<file path="config.mk">
export PLATFORM = sky130hd
export DESIGN_NAME = conv3x3_window_ctrl_flat
export DESIGN_NICKNAME = d
export VERILOG_FILES = /design/src/rtl/conv3x3_window_ctrl_pkg.sv /design/src/rtl/conv3x3_window_ctrl_if.sv /design/src/rtl/conv3x3_window_ctrl_line_delay.sv /design/src/rtl/conv3x3_window_ctrl.sv /design/src/flat_wrapper.sv
export SDC_FILE = /design/constraint.sdc
export NUM_CORES = 1
export LEC_CHECK = 0
export CORE_ASPECT_RATIO = 0.6
export CORE_UTILIZATION = 60
export DETAILED_ROUTE_END_ITERATION = 10
export PLACE_DENSITY = 0.79
export SYNTH_ARGS = -nofsm -noshare
export SYNTH_HDL_FRONTEND = slang
export SYNTH_HIERARCHICAL = 1
export SYNTH_SLANG_ARGS = --single-unit
</file>
<file path="constraint.sdc">
create_clock -name clk -period 2.41 [get_ports clk]
set_input_delay 0.482 -clock clk [delete_from_list [all_inputs] [get_ports clk]]
set_output_delay 0.482 -clock clk [all_outputs]
set_load 0.01 [all_outputs]
</file>
<file path="src/rtl/conv3x3_window_ctrl_pkg.sv">
// Shared types and constants for the 3x3 convolution window controller.
// Tap indices follow 3*dy+dx with the top-left tap at 0.
package conv_ctrl_pkg;

    typedef enum logic [1:0] {
        IDLE  = 2'd0,
        FILL  = 2'd1,
        RUN   = 2'd2,
        FLUSH = 2'd3
    } state_t;

    localparam int NUM_TAPS = 9;
    localparam int TAP_TL = 0;
    localparam int TAP_T  = 1;
    localparam int TAP_TR = 2;
    localparam int TAP_L  = 3;
    localparam int TAP_C  = 4;
    localparam int TAP_R  = 5;
    localparam int TAP_BL = 6;
    localparam int TAP_B  = 7;
    localparam int TAP_BR = 8;

    // Two full rows plus three pixels cover every tap of a 3x3 window.
    function automatic int delay_depth(input int img_w);
        return 2 * img_w + 3;
    endfunction

endpackage

</file>
<file path="src/rtl/conv3x3_window_ctrl_if.sv">
// Pixel-stream input, window taps to the datapath and latency-aligned tags.
// The controller uses the slave modport; the pixel source uses master.
interface conv3x3_window_ctrl_if #(
    parameter int DATA_WIDTH = 8
);
    logic                         in_valid;
    logic                         in_ready;
    logic                         in_sof;
    logic signed [DATA_WIDTH-1:0] in_data;
    logic signed [DATA_WIDTH-1:0] win_data [9];
    logic                         win_valid;
    logic                         out_valid;
    logic                         out_sof;
    logic                         out_eol;
    logic                         out_eof;
    logic                         sync_err;

    modport master (
        output in_valid, in_sof, in_data,
        input  in_ready, win_data, win_valid, out_valid, out_sof, out_eol, out_eof, sync_err
    );

    modport slave (
        input  in_valid, in_sof, in_data,
        output in_ready, win_data, win_valid, out_valid, out_sof, out_eol, out_eof, sync_err
    );
endinterface

</file>
<file path="src/rtl/conv3x3_window_ctrl_line_delay.sv">
// Two-row-plus-three pixel shift register; position 0 holds the newest pixel.
// Taps are presented in window order, so the centre sits IMG_W+1 pixels back.
module line_delay
    import conv_ctrl_pkg::*;
#(
    parameter int DATA_WIDTH = 8,
    parameter int IMG_W      = 32
) (
    input  logic                         clk,
    input  logic                         clr_n,
    input  logic                         en,
    input  logic signed [DATA_WIDTH-1:0] din,
    output logic signed [DATA_WIDTH-1:0] taps [NUM_TAPS]
);
    localparam int DEPTH = delay_depth(IMG_W);

    logic signed [DATA_WIDTH-1:0] sr [DEPTH];

    always_ff @(posedge clk or negedge clr_n) begin
        if (!clr_n) begin
            for (int i = 0; i < DEPTH; i++) sr[i] <= '0;
        end else if (en) begin
            sr[0] <= din;
            for (int i = 1; i < DEPTH; i++) sr[i] <= sr[i-1];
        end
    end

    assign taps[TAP_BR] = sr[0];
    assign taps[TAP_B]  = sr[1];
    assign taps[TAP_BL] = sr[2];
    assign taps[TAP_R]  = sr[IMG_W];
    assign taps[TAP_C]  = sr[IMG_W+1];
    assign taps[TAP_L]  = sr[IMG_W+2];
    assign taps[TAP_TR] = sr[2*IMG_W];
    assign taps[TAP_T]  = sr[2*IMG_W+1];
    assign taps[TAP_TL] = sr[2*IMG_W+2];

endmodule

</file>
<file path="src/rtl/conv3x3_window_ctrl.sv">
// Builds zero-padded 3x3 windows from a raster pixel stream and tags datapath results.
//   state | meaning
//   IDLE  | waiting for a start-of-frame pixel, other pixels dropped
//   FILL  | first IMG_W+1 pixels shifted in, no windows yet
//   RUN   | each accepted pixel issues one window
//   FLUSH | input stalled, IMG_W+1 virtual zeros issue the trailing windows
module conv3x3_window_ctrl
    import conv_ctrl_pkg::*;
#(
    parameter int DATA_WIDTH   = 8,
    parameter int IMG_W        = 32,
    parameter int IMG_H        = 24,
    parameter int CONV_LATENCY = 4
) (
    input  logic clk,
    input  logic reset_n,
    conv3x3_window_ctrl_if.slave bus
);
    localparam int NUM_PIX = IMG_W * IMG_H;
    localparam int PW      = $clog2(NUM_PIX + 1);
    localparam int CW      = $clog2(IMG_W + 1);
    localparam int RW      = $clog2(IMG_H + 1);

    state_t                       state, state_nx;
    logic                         ready_q, xfer;
    logic                         shift_en, win_step, frame_start, sync_hit, flush_done;
    logic signed [DATA_WIDTH-1:0] shift_din;
    logic signed [DATA_WIDTH-1:0] taps [NUM_TAPS];
    logic [PW-1:0]                pix_cnt;
    logic [CW-1:0]                col, flush_cnt;
    logic [RW-1:0]                row;
    logic                         col_last, row_last, first_win;
    logic [NUM_TAPS-1:0]          mask_nx, mask_q;
    logic                         win_valid_q, win_sof_q, win_eol_q, win_eof_q, sync_err_q;
    logic [3:0]                   tag_pipe [CONV_LATENCY];

    assign xfer     = bus.in_valid & ready_q;
    assign col_last = (col == CW'(IMG_W - 1));
    assign row_last = (row == RW'(IMG_H - 1));

    line_delay #(.DATA_WIDTH(DATA_WIDTH), .IMG_W(IMG_W)) u_line_delay (
        .clk   (clk),
        .clr_n (reset_n),
        .en    (shift_en),
        .din   (shift_din),
        .taps  (taps)
    );

    always_ff @(posedge clk or negedge reset_n) begin
        if (!reset_n) state <= IDLE;
        else          state <= state_nx;
    end

    always_comb begin
        state_nx    = state;
        shift_en    = 1'b0;
        shift_din   = bus.in_data;
        win_step    = 1'b0;
        frame_start = 1'b0;
        sync_hit    = 1'b0;
        flush_done  = 1'b0;
        unique case (state)
            IDLE: begin
                if (xfer && bus.in_sof) begin
                    shift_en    = 1'b1;
                    frame_start = 1'b1;
                    state_nx    = FILL;
                end
            end
            FILL: begin
                if (xfer) begin
                    shift_en = 1'b1;
                    if (bus.in_sof) begin
                        frame_start = 1'b1;
                        sync_hit    = 1'b1;
                    end else if (pix_cnt == PW'(IMG_W)) begin
                        state_nx = RUN;
                    end
                end
            end
            RUN: begin
                if (xfer) begin
                    shift_en = 1'b1;
                    if (bus.in_sof) begin
                        frame_start = 1'b1;
                        sync_hit    = 1'b1;
                        state_nx    = FILL;
                    end else begin
                        win_step = 1'b1;
                        if (pix_cnt == PW'(NUM_PIX - 1)) state_nx = FLUSH;
                    end
                end
            end
            FLUSH: begin
                shift_en  = 1'b1;
                shift_din = '0;
                win_step  = 1'b1;
                if (flush_cnt == '0) begin
                    state_nx   = IDLE;
                    flush_done = 1'b1;
                end
            end
        endcase
    end

    // Padding: taps outside the image, including column-wrap pixels, are zeroed.
    always_comb begin
        mask_nx = '1;
        for (int t = 0; t < NUM_TAPS; t++) begin
            if ((t < 3 && row == '0) || (t >= 6 && row_last) ||
                (t % 3 == 0 && col == '0) || (t % 3 == 2 && col_last))
                mask_nx[t] = 1'b0;
        end
    end

    always_ff @(posedge clk or negedge reset_n) begin
        if (!reset_n) begin
            ready_q     <= 1'b0;
            pix_cnt     <= '0;
            flush_cnt   <= '0;
            col         <= '0;
            row         <= '0;
            first_win   <= 1'b0;
            mask_q      <= '0;
            win_valid_q <= 1'b0;
            win_sof_q   <= 1'b0;
            win_eol_q   <= 1'b0;
            win_eof_q   <= 1'b0;
            sync_err_q  <= 1'b0;
        end else begin
            ready_q <= (state_nx != FLUSH);

            if (frame_start)                      pix_cnt <= PW'(1);
            else if (shift_en && state != FLUSH)  pix_cnt <= pix_cnt + 1'b1;

            if (state != FLUSH && state_nx == FLUSH) flush_cnt <= CW'(IMG_W);
            else if (state == FLUSH)                 flush_cnt <= flush_cnt - 1'b1;

            if (frame_start) begin
                col <= '0;
                row <= '0;
            end else if (win_step) begin
                if (col_last) begin
                    col <= '0;
                    row <= row_last ? '0 : row + 1'b1;
                end else begin
                    col <= col + 1'b1;
                end
            end

            if (frame_start)   first_win <= 1'b1;
            else if (win_step) first_win <= 1'b0;

            if (win_step)      mask_q <= mask_nx;
            else if (shift_en) mask_q <= '0;

            win_valid_q <= win_step;
            win_sof_q   <= win_step & first_win;
            win_eol_q   <= win_step & col_last;
            win_eof_q   <= win_step & col_last & row_last;

            if (sync_hit)        sync_err_q <= 1'b1;
            else if (flush_done) sync_err_q <= 1'b0;
        end
    end

    always_ff @(posedge clk or negedge reset_n) begin
        if (!reset_n) begin
            for (int i = 0; i < CONV_LATENCY; i++) tag_pipe[i] <= '0;
        end else begin
            tag_pipe[0] <= {win_valid_q, win_sof_q, win_eol_q, win_eof_q};
            for (int i = 1; i < CONV_LATENCY; i++) tag_pipe[i] <= tag_pipe[i-1];
        end
    end

    always_comb begin
        for (int t = 0; t < NUM_TAPS; t++)
            bus.win_data[t] = mask_q[t] ? taps[t] : '0;
    end

    assign bus.in_ready  = ready_q;
    assign bus.win_valid = win_valid_q;
    assign bus.sync_err  = sync_err_q;
    assign bus.out_valid = tag_pipe[CONV_LATENCY-1][3];
    assign bus.out_sof   = tag_pipe[CONV_LATENCY-1][2];
    assign bus.out_eol   = tag_pipe[CONV_LATENCY-1][1];
    assign bus.out_eof   = tag_pipe[CONV_LATENCY-1][0];

endmodule

</file>
<file path="src/flat_wrapper.sv">
// flat-port wrapper written by rule: the top's interface ports become plain ports
module conv3x3_window_ctrl_flat import conv_ctrl_pkg::*;
#(
    parameter int DATA_WIDTH   = 8,
    parameter int IMG_W        = 32,
    parameter int IMG_H        = 24,
    parameter int CONV_LATENCY = 4
)
  (clk, reset_n, bus_in_valid, bus_in_sof, bus_in_data, bus_in_ready, bus_win_data, bus_win_valid, bus_out_valid, bus_out_sof, bus_out_eol, bus_out_eof, bus_sync_err);
  conv3x3_window_ctrl_if #(.DATA_WIDTH(DATA_WIDTH)) bus_i ();
  input  logic clk;
  input  logic reset_n;
  input wire logic [$bits(bus_i.in_valid)-1:0] bus_in_valid;
  input wire logic [$bits(bus_i.in_sof)-1:0] bus_in_sof;
  input wire logic [$bits(bus_i.in_data)-1:0] bus_in_data;
  output wire logic [$bits(bus_i.in_ready)-1:0] bus_in_ready;
  output wire logic [$bits(bus_i.win_data)-1:0] bus_win_data;
  output wire logic [$bits(bus_i.win_valid)-1:0] bus_win_valid;
  output wire logic [$bits(bus_i.out_valid)-1:0] bus_out_valid;
  output wire logic [$bits(bus_i.out_sof)-1:0] bus_out_sof;
  output wire logic [$bits(bus_i.out_eol)-1:0] bus_out_eol;
  output wire logic [$bits(bus_i.out_eof)-1:0] bus_out_eof;
  output wire logic [$bits(bus_i.sync_err)-1:0] bus_sync_err;
  assign bus_i.in_valid = bus_in_valid;
  assign bus_i.in_sof = bus_in_sof;
  assign bus_i.in_data = bus_in_data;
  assign bus_in_ready = bus_i.in_ready;
  assign bus_win_data = {>>{bus_i.win_data}};
  assign bus_win_valid = bus_i.win_valid;
  assign bus_out_valid = bus_i.out_valid;
  assign bus_out_sof = bus_i.out_sof;
  assign bus_out_eol = bus_i.out_eol;
  assign bus_out_eof = bus_i.out_eof;
  assign bus_sync_err = bus_i.sync_err;
  conv3x3_window_ctrl #(.DATA_WIDTH(DATA_WIDTH), .IMG_W(IMG_W), .IMG_H(IMG_H), .CONV_LATENCY(CONV_LATENCY)) u_core (.clk(clk), .reset_n(reset_n), .bus(bus_i));
endmodule
</file>
Word level (Yosys, flattened, before mapping). Cells that the tools add are included.

Input port bits: 12. Output and inout port bits: 79. Bits in registers: 597. Word-level logic and storage cells: 177.

Reductions and logical operators: 19. Mux-type cells: 56. Bitwise operators: 4. Add/sub/neg operators: 4. Equal/unequal tests: 10.

Operator list (count): $mux 8 (10); $mux 6 (5); $mux 1 (21); $mux 10 (2); $mux 5 (4); $mux 9 (2); $mux 2 (8); $logic_not 6->1 (2); $reduce_bool 2->1 (6); $add 10x1->10 const B (1); $eq 10x10->1 const B (1); $eq 10x6->1 const B (1); $pmux 2 s4 (1); $add 6x1->6 const B (1); $eq 2x2->1 const B (3); $eq 6x5->1 const B (1); $sub 6x1->6 const B (1); $add 5x1->5 const B (1); $eq 5x5->1 const B (1); $logic_not 5->1 (1); $and 1x1->1 (4); $logic_or 1x1->1 (4); $ne 2x2->1 const B (2); $pmux 1 s2 (2); 6 further kinds (8).

Longest topological paths before layout.
Depth in word-level cells: 8. Gate-level depth with buffers: 9. Mapped depth without buffers: 8.

By module. Netlist, hierarchy kept.

By module, submodules not included: line_delay (area each 20577.2 um^2, times used 1, cells an instance 1204, seq. area each 13412.9 um^2); conv3x3_window_ctrl (area each 3231.8 um^2, times used 1, cells an instance 338, seq. area each 1526.5 um^2).

Least setup slack after synthesis. No wires, ideal clock.

Path kind: register to register. Start point: register u_core.state[0]. End point: register u_core/u_line_delay/sr[505] in the netlist's numbering. Buffers on the path: 5. Setup time: 125 ps. Stages on the path, launching flop included: 10. Data required time: 2285 ps. Data arrival time: 2073 ps. Clock period less this slack: 2198 ps. Slack: 212 ps. Path through: dfrtp_1 > ha_1 > buf_1 > a31oi_1 > mux2i_1 > buf_2 > buf_6 > buf_6 > buf_6 > mux2_4.

Cells in the longest elaborated chain, start to end: 3. Elaborated cells between the ends (all ways): 6. Those cells by class: eq/ne: 3; mux: 1; reduce/logical: 2.

RTL lines: start, declared (RTL line conv3x3_window_ctrl.sv:24) `state_t state, state_nx;`; start signal, assigned (RTL line conv3x3_window_ctrl.sv:51) `else state <= state_nx;`; $eq 2x1->1 or $eq 2x2->1 (tied branches) (RTL line conv3x3_window_ctrl.sv:62) `unique case (state)`; $reduce_or 2->1 (no source line); $pmux 1 s3 (*) (RTL line conv3x3_window_ctrl.sv:62); via u_core.shift_en (RTL line conv3x3_window_ctrl.sv:26) `logic shift_en, win_step, frame_start, sync_hit, flush_done;`; end, declared (RTL line conv3x3_window_ctrl_line_delay.sv:17) `logic signed [DATA_WIDTH-1:0] sr [DEPTH];`.

The timed path passes the listed nets; every way through them passes the cells marked *. A chain may end at the register's enable or synchronous reset.

Worst setup path in the final report.
Start point: register u_core.mask_q[6]. End point: output port bus_win_data[21].

Cells in the longest elaborated chain, start to end: 1.

RTL lines: start, declared (RTL line conv3x3_window_ctrl.sv:33) `logic [NUM_TAPS-1:0] mask_nx, mask_q;`; start signal, assigned (RTL line conv3x3_window_ctrl.sv:154) `if (win_step) mask_q <= mask_nx;`; $mux 8 (RTL line conv3x3_window_ctrl.sv:178) `bus.win_data[t] = mask_q[t] ? taps[t] : '0;`; end, declared (RTL line flat_wrapper.sv:17) `output wire logic [$bits(bus_i.win_data)-1:0] bus_win_data;`.

Every way passes these cells.

==> impl_metrics.csv <==
group,metric,value,unit
setup_path,critPathMaxFanout,10,
setup_path,critPathKind,"reg -> out",
synth,synthDistinctLibCells,55,
floorplanning,die_w,259.2,µm
grt,grt_max_degree,77,
sta,fin_crit_sh,97.75,%
route,dr.pass1.iters,4,
placement,place_inst,2068,
layout,multi_input_area,7810,µm²
setup_path,required,1930,ps
sta,fmax,424.5,MHz
sta,clock_skew,20.01,ps
sta,fin_crit,2356,ps
pwr,pwr_density_cell,950.0,nW/µm²
pwr,power_frac_seq,47.5,%
clocking,clk_pin_slew,60,ps
synth,netlist_instances,1542,
layout,layout_commonest_cell,"dfrtp_1",
grt,grt_pass1_vias,12500,
layout,nNetsFinal,1625,
setup_path,cp_top_family,"flip-flops",
setup_path,cp-startpoint,"u_core/mask_q[6]",
grt,grt_first_pass_wirelength,66.23,mm
synth,yosysTopAreaCellShare,62.75,%
route,drt_iter0_drc,670,
clocking,clock_insertion_delay_worst_skew,580,ps
pwr,vdd_drop_max,0.6410,mV
pwr,p_leak,0.01328,µW
outcome,status,"finished, final reports clean",
pwr,switchingPower,6540,µW
setup_path,rr_startpoint,"u_core/flush_cnt[0]",
grt,grt_antenna_before_repair,2,
synth,syn_area_per_cell,15.44,µm²
layout,final_core_util,68.68,%
floorplanning,fp.dieH,156.3,µm
route,routed_via_density,5.416,
placement,post-dp-hpwl,25.13,mm
floorplanning,pin_count,91,
sta,holdWs,348.2,ps
setup_path,crit_buf_inv,1,
sta,slew_headroom,50.81,%
synth,yosys_warnings,6,
layout,layout_common_cells,"dfrtp_1, mux2_2, clkdlybuf4s50_1",
floorplanning,rows,56,
pwr,intPower,18970,µW
clocking,htree_levels,2,
clocking,post-cts-setup-buffers,0,
layout,layout-drive-gt1-share,42.52,%
route,drc,0,
sta,hold_viol,0,
layout,regArea,14950,µm²
clocking,cts_tree,"yes",
sta,setup_violations,0,
setup_path,cp_cell_sequence,"and2_1 > clkdlybuf4s50_1",
synth,synth_nets,1566,
route,routed_wl,39.10,mm
pwr,clkPwrFrac,33.1,%
synth,synth-async-reset-ratio,100.0,%
setup_path,start_kind,"flop",
floorplanning,initial_core_util,60.90,%
route,antenna_left,0,
synth,ys_ff_latch,597,
sta,setup_tns,0,ps
job,drv_cap,0,
synth,yosysSeqAreaShare,62.75,%
layout,layoutNonFillerInstCount,2167,
setup_path,crit_path_end_kind,"output port",
clocking,root_buffer,"clkbuf_16",
layout,area_delta_synth_final,12.78,%
synth,synth.area.top_cells,"dfrtp_1, mux2_2, buf_4",
pwr,switching_share,25.64,%
floorplanning,dieArea,40510,µm²
floorplanning,coreArea,39100,µm²
min_path,hp-start,"u_core/tag_pipe[4]",
sta,worst_slack,54.21,ps
sta,slew_viol_final,0,
layout,fillers,2619,
synth,mappedNetlistArea,23810,µm²
clocking,cts.sinks,597,
clocking,cts_buffers,52,
synth,synth_edf_count,0,
grt,grt_overflow,0,
setup_path,cp_slowest_cell,"dfrtp_2",
placement,place_ws,-109.4,ps
placement,place_congestion,0.7447,
pwr,p_comb_share,19.4,%
route,wl_per_cell,18.04,µm
setup_path,critPathArrivalTime,1870,ps
grt,groute.usage.overall,20.34,%
synth,synth_top_area_cell,"dfrtp_1",
route,via_count,11740,
sta,rsz0062_at_grt,"yes",
sta,worst_slew_pin_slew,731.1,ps
synth,synth-main-ff-cell,"dfrtp_1",
placement,io_buffers,90,
min_path,hold_path.class,"reg -> reg",
setup_path,slowest_delay,540,ps
clocking,clk_path_buf_depth,3,
==> Yosys cell counts, drive strengths merged (5+ instances only) <==
| master | n |
|---|---|
| nand3 | 11 |
| nor2b | 10 |
| xor2 | 9 |
| clkbuf | 5 |
| mux2 | 537 |
| nor3 | 5 |
| o21ai | 14 |
| xnor2 | 5 |
| ha | 12 |
| and2 | 75 |
| a31oi | 5 |
| a21oi | 7 |
| dfrtp | 597 |
| buf | 134 |
| nor2 | 24 |
| inv | 18 |
| nand2 | 29 |
==> repair_timing <==
action,4_1_cts,5_1_grt
hold buffers,1,0
endpoints found under the hold margin,46,0
endpoints found under the setup margin,72,13
gates cloned,0,0
gates resized for setup,10,6
==> final timing paths <==
| check | endpoint | slack, ps | depth (start not counted) |
|---|---|---|---|
| setup / recovery | bus_win_data[21] | 50 | 2 |
| hold / removal | u_core/bus.out_eof | 350 | 0 |
| setup reg to reg | u_core/flush_cnt[5] | 130 | 7 |
| hold reg to reg | u_core/bus.out_eof | 350 | 0 |
| max in group asynchronous | u_core/u_line_delay/sr[282] | 1120 | 3 |
| min in group asynchronous | u_core/u_line_delay/taps[32] | 420 | 2 |
==> stage by stage <==
stage	instance area [µm²]	power [µW]
floorplan	23810	16260
global placement	25050	16970
detailed placement	25050	17260
CTS	26840	25800
global route	26850	26660
finish	26850	25510
==> cell families after synthesis <==
logic type,Yosys count,share of synthesized area [%]
AOI/OAI and AO/OA,42,1.151
buffers and inverters,158,4.525
muxes,540,26.15
DFF,597,62.75
xor gates and xnor gates,14,0.5150
and+or+nand+nor,179,4.278
adders and majority gates,12,0.6306
==> per-layer routing <==
| layer | wire length, µm | vias to the layer above | GRT usage, % |
|---|---|---|---|
| met2 | 17930 | 199 | 31.41 |
| met5 | 0 | - | 0 |
| li1 | - | 5395 | - |
| met3 | 1521 | 56 | 3.596 |
| met1 | 19010 | 6087 | 30.41 |
| met4 | 640 | 0 | 4.510 |
==> worst register-to-register path: cells and delay by family (launching register included) <==
family                   cells  cell delay [ps]
AO/OA/AOI/OAI                4             1130
flip-flops                   1              410
AND/OR/NAND/NOR              1              410
adder cells (fa/ha/maj)      1              160
buffers and inverters        1               70
==> area by class of cell <==
cell class	instances	share of cell area, %
Antenna cell	1	0.009319
Inverter	19	0.2656
Clock inverter	17	0.5964
Sequential cell	597	55.68
Multi-Input combinational cell	787	29.09
Clock buffer	80	5.988
Tap cell	522	2.432
Timing Repair Buffer	144	5.946
==> power by group through the flow <==
| stage | Sequential, µW | Clock (µW) | Combinational (µW) |
|---|---|---|---|
| 2_1_floorplan | 12000 | 0 | 4310 |
| 3_3_place_gp | 12200 | 0 | 4800 |
| 3_5_place_dp | 12300 | 0 | 4980 |
| 4_1_cts | 12100 | 8670 | 5020 |
| 5_1_grt | 12300 | 9030 | 5370 |
| 6_report | 12100 | 8440 | 4960 |
==> registers in the layout (all words and copies together) (netlist names), 2 cells and up <==
| register | cells |
|---|---|
| u_core/u_line_delay/taps | 72 |
| u_core/u_line_delay/sr | 464 |
| u_core/state | 2 |
| u_core/row | 5 |
| u_core/flush_cnt | 6 |
| u_core/tag_pipe | 12 |
| u_core/pix_cnt | 10 |
| u_core/col | 6 |
| u_core/mask_q | 9 |
(Power assumes the default switching activity.)
==> RTL change 1, RTL diff (same settings) <==
Encoding of `state_t`: now one-hot (4 bits for 4 states).
--- a/src/rtl/conv3x3_window_ctrl_pkg.sv
+++ b/src/rtl/conv3x3_window_ctrl_pkg.sv
@@ -3,9 +3,9 @@
 package conv_ctrl_pkg;
 
-    typedef enum logic [1:0] {
-        IDLE  = 2'd0,
-        FILL  = 2'd1,
-        RUN   = 2'd2,
-        FLUSH = 2'd3
+    typedef enum logic [3:0] {
+        IDLE  = 4'b0001,
+        FILL  = 4'b0010,
+        RUN   = 4'b0100,
+        FLUSH = 4'b1000
     } state_t;
 
Check against the original RTL: no difference found for any inputs over 10 cycles, from zero or initial values and one cycle with reset_n low; not proved beyond that.
==> RTL change 1 against the original RTL <==
Power barely moved. Worst setup slack got worse by 0.0075 ns. Wire length rose by 0.13%. Hold slack barely moved. Synthesized area rose by 0.52%. Final area rose by 0.16%. Die area rose by 0.51%. Combinational power fell by 9.9%. First-iteration DRC count rose by 9.6%. Global-route usage fell by 0.24 points. Sequential cell count rose by 2. Non-clock buffer count rose by 8. Critical path depth did not move. Largest power group unchanged.
==> RTL change 1: results (changes against the original RTL) <==
post-cts sizing count=9 (-1); Plain + repair buffers=152 (+5.6%); met2 GRT Util=30.3% (-1.1 points); drt pass-1 iters=5 (+1); fillers=2558 (-2.3%); mux cell area share after synthesis=26.3% (+0.15 points); design area=26900 sq um (+0.16%); gr usage total=20.1% (-0.24 points); Area after DPL=25200 sq um (+0.62%); outcome=finished clean; vias in the first global route=12600 (+0.67%); share of cells above drive strength 1=42.3% (-0.20 points); met3 Use GR=3.29% (-0.31 points); Clock buf/inv share=6.18% (-0.40 points); Worst IR Drop VDD=0.000579 V (-9.7%); worst min-delay path startpoint=u_core/tag_pipe[15]$_DFF_PN0_; post-layout util=68.7% (about the same); multi-input gates=792 (+0.64%); cell leakage power=13.1 nW (-1.4%); placed insts=2077 (+0.44%); buffer share of cell area=6.22% (+0.28 points); synth unique cells=51 (-7.3%); post-synthesis cell count=1549 (+0.45%); GP Congestion=0.842 (+13%); CP startpoint=u_core/mask_q[1]$_DFFE_PN0P_; TritonCTS Buffers=51 (-1.9%); Worst Skew=0.0202 ns (+0.000191 ns); DRC violation total after the first TritonRoute iteration=734 (+9.6%); Psw=6.40 mW (-2.1%); initial antenna violation count=0 (-2); # clk buffers=71 (-11%); CP Capture Point=bus_win_data[60]; Inverters=13 (-6); post-synthesis adder-cell area fraction=0.366% (-0.26 points)
[RTL change 1: cell types whose count changed in the layout (fill, tap and decap cells not counted), sizes merged, moves of 6 or more]
| cell | delta |
|---|---|
| a22o | +6 |
| and2 | +7 |
| buf | +8 |
| clkbuf | -9 |
| inv | -9 |
| mux2i | +8 |
| nand2b | +6 |
| nor2 | -11 |
| nor2b | -10 |
| o21ai | -7 |
| xor2 | -6 |
[RTL change 1: power by group through the flow]
stage / Combinational (mW) / Sequential [mW] / Clock [mW]
3_5_place_dp: 4.49 / 13.1 / 0
2_1_floorplan: 3.82 / 12.6 / 0
4_1_cts: 4.53 / 12.9 / 8.38
3_3_place_gp: 4.28 / 12.9 / 0
5_1_grt: 4.86 / 13.1 / 8.78
6_report: 4.47 / 12.9 / 8.15
[RTL change 1: per-layer routing]
metal / routed length (microns) / vias to the layer above / share of wire, %
met1: 19000 / 6172 / 48
li1: - / 5451 / -
met4: 836 / 0 / 2.1
met3: 1400 / 59 / 3.6
met5: 0 / - / 0
met2: 17900 / 183 / 46
==> RTL change 2, RTL diff (config.mk and constraints unchanged) <==
Made on the original files. `IMG_W` is set to 32 in 3 places; all go to 16.
--- a/src/rtl/conv3x3_window_ctrl_line_delay.sv
+++ b/src/rtl/conv3x3_window_ctrl_line_delay.sv
@@ -5,5 +5,5 @@
 #(
     parameter int DATA_WIDTH = 8,
-    parameter int IMG_W      = 32
+    parameter int IMG_W      = 16
 ) (
     input  logic                         clk,
--- a/src/rtl/conv3x3_window_ctrl.sv
+++ b/src/rtl/conv3x3_window_ctrl.sv
@@ -9,5 +9,5 @@
 #(
     parameter int DATA_WIDTH   = 8,
-    parameter int IMG_W        = 32,
+    parameter int IMG_W        = 16,
     parameter int IMG_H        = 24,
     parameter int CONV_LATENCY = 4
--- a/src/flat_wrapper.sv
+++ b/src/flat_wrapper.sv
@@ -3,5 +3,5 @@
 #(
     parameter int DATA_WIDTH   = 8,
-    parameter int IMG_W        = 32,
+    parameter int IMG_W        = 16,
     parameter int IMG_H        = 24,
     parameter int CONV_LATENCY = 4
Check against the original RTL: no difference found for any inputs over 10 cycles, from zero or initial values and one cycle with reset_n low; that may be too few to reach the edited logic, so the function may still have changed.
==> RTL change 2 against the original RTL <==
Synthesized area down 41%. Register-to-register slack worse by 0.02 ns. Worst setup slack worse by 0.0061 ns. Hold slack worse by 0.0083 ns. Wire length down 40%. Clock skew down 0.0043 ns. Highest routed layer unchanged. Clock power down 39%. Count of clock-buffer cells in the layout down 42. Final cell count down 37%. Power down 8.9%. Final area down 40%. Sequential power down 23%. Sequential cell count down 259. Critical endpoint is now bus_win_data[25].
==> RTL change 2: results (changes against the original RTL) <==
gr usage total=20.2% (-0.13 points); share of cells above drive strength 1=36.9% (-5.6 points); outcome=finished clean; Worst Skew=0.0158 ns (-0.00426 ns); Avg Vias per Cell=5.36 (-1.1%); Crit path max-delay family=buffers and inverters; max reg flops=208 (-55%); GP Congestion=0.850 (+14%); cell leakage power=7.47 nW (-44%); TritonCTS Buffers=30 (-42%); final HPWL from detailed placement=15.3 mm (-39%); Synth Net Count=1001 (-36%); n_diodes=0 (-1); largest net degree at the start of global routing=62 (-19%); Post-Syn Area=14200 sq um (-41%); worst-margin pin slew=0.418 ns (-0.313 ns); CP endpoint kind=output port; initial antenna violation count=0 (-2); vias in the first global route=7482 (-40%); DRT Wirelength=23.3 mm (-40%); clk buf depth=3 (unchanged); Area after DPL=15000 sq um (-40%); Worst Path Max Fanout=9 (-1); synth unique cells=57 (+3.6%); Final Cycle Share=98.0% (+0.25 points); Nets=1053 (-35%); DRC violation total after the first TritonRoute iteration=405 (-40%); drt pass-1 iters=5 (+1); met3 Use GR=2.71% (-0.88 points); top cells by count, synth=dfrtp_1, mux2_2, and2_1, buf_4, nand2_1; Seq/Total Area, Yosys=59.8% (-3.0 points); DP Worst Slack=-0.0595 ns (+0.0499 ns); top post-synthesis cells by area=dfrtp_1, mux2_2, buf_4; met2 GRT Util=29.2% (-2.2 points); CP max-delay cell=clkdlybuf4s50_1; fillers=1609 (-39%); CTS H-tree depth=1 (-1); first-pass GRT wire length=39.9 mm (-40%); worst skew pair latency=0.55 ns (-0.03 ns); GR met1 Demand/Resource=32.7% (+2.3 points); Worst IR Drop VDD=0.000773 V (+21%)
-- RTL change 2: cell count changes in the layout (fill, tap and decap cells not counted), sizes merged, moves of 4 or more --
cell | unedited run | this run
clkbuf | 80 | 38
o21ai | 14 | 10
nor2 | 24 | 20
dfrtp | 597 | 338
mux2 | 537 | 281
bufinv | 2 | 6
buf | 54 | 37
-- RTL change 2: final cells by class --
cell class              instances  area, sq um  area share (%)
inverters                      19         83.8           0.520
multi-input cells             512         4760            29.6
well taps                     315          394            2.45
repair buffers                127         1320            8.21
flip-flops and latches        338         8460            52.5
clock inverters                18          267            1.65
clock buffers                  38          821            5.09
-- RTL change 2: timing repair --
| action | in CTS | in global routing |
|---|---|---|
| hold endpoints to repair | 43 | 0 |
| setup endpoints to repair | 2 | 19 |
| gates resized for setup | 1 | 4 |
| hold buffers | 1 | 0 |
-- RTL change 2: cells by family (layout without fill, tap and decap cells) --
logic type | after synthesis | in the layout | share of synthesized area, %
compound gates | 45 | 45 | 2.40
xor+xnor | 10 | 10 | 0.619
fa+ha+maj | 13 | 13 | 1.15
buf+inv | 126 | 202 | 6.57
flops | 338 | 338 | 59.8
mux | 281 | 281 | 22.9
simple gates | 163 | 163 | 6.61
-- RTL change 2: worst reg2reg max path, delay by kind of cell, from the launching register on --
family	cells	cell delay (ns)
mux	1	0.40
buf+inv	3	0.61
flops	1	0.44
compound gates	2	0.33
fa+ha+maj	1	0.41
-- RTL change 2: power breakdown --
part / internal (mW) / switching (mW)
Clock: 3.07 / 2.06
Combinational: 5.21 / 3.62
Sequential: 7.91 / 1.36
Total: 16.2 / 7.04
-- RTL change 2: path summary, 6_finish.rpt --
kind                                                   start                                  endpoint  slack (ns)  cells after the start
worst max-delay path            u_core/mask_q[5]$_DFFE_PN0P_                          bus_win_data[25]        0.05                      2
worst min-delay path            u_core/tag_pipe[9]$_DFF_PN0_              u_core/tag_pipe[5]$_DFF_PN0_        0.34                      0
worst max register to register     u_core/state[0]$_DFF_PN0_  u_core/u_line_delay/taps[24]$_DFFE_PN0P_        0.11                      7
worst min register to register  u_core/tag_pipe[9]$_DFF_PN0_              u_core/tag_pipe[5]$_DFF_PN0_        0.34                      0
max in group asynchronous                            reset_n           u_core/flush_cnt[4]$_DFFE_PN0P_        1.29                      3
min in group asynchronous                            reset_n   u_core/u_line_delay/sr[203]$_DFFE_PN0P_        0.43                      2
-- RTL change 2: metrics by stage --
stage                     instances  power (mW)
final                          1367        23.2
after floorplan                 976        16.5
after global placement         1310        17.8
after CTS                      1367        23.5
after global routing           1367        24.6
after detailed placement       1310        18.2
-- RTL change 2: per-layer routing --
layer	wire, microns	part of all wire (%)
met1	12200	52
met2	10000	43
met3	766	3.3
met4	360	1.5
met5	0	0
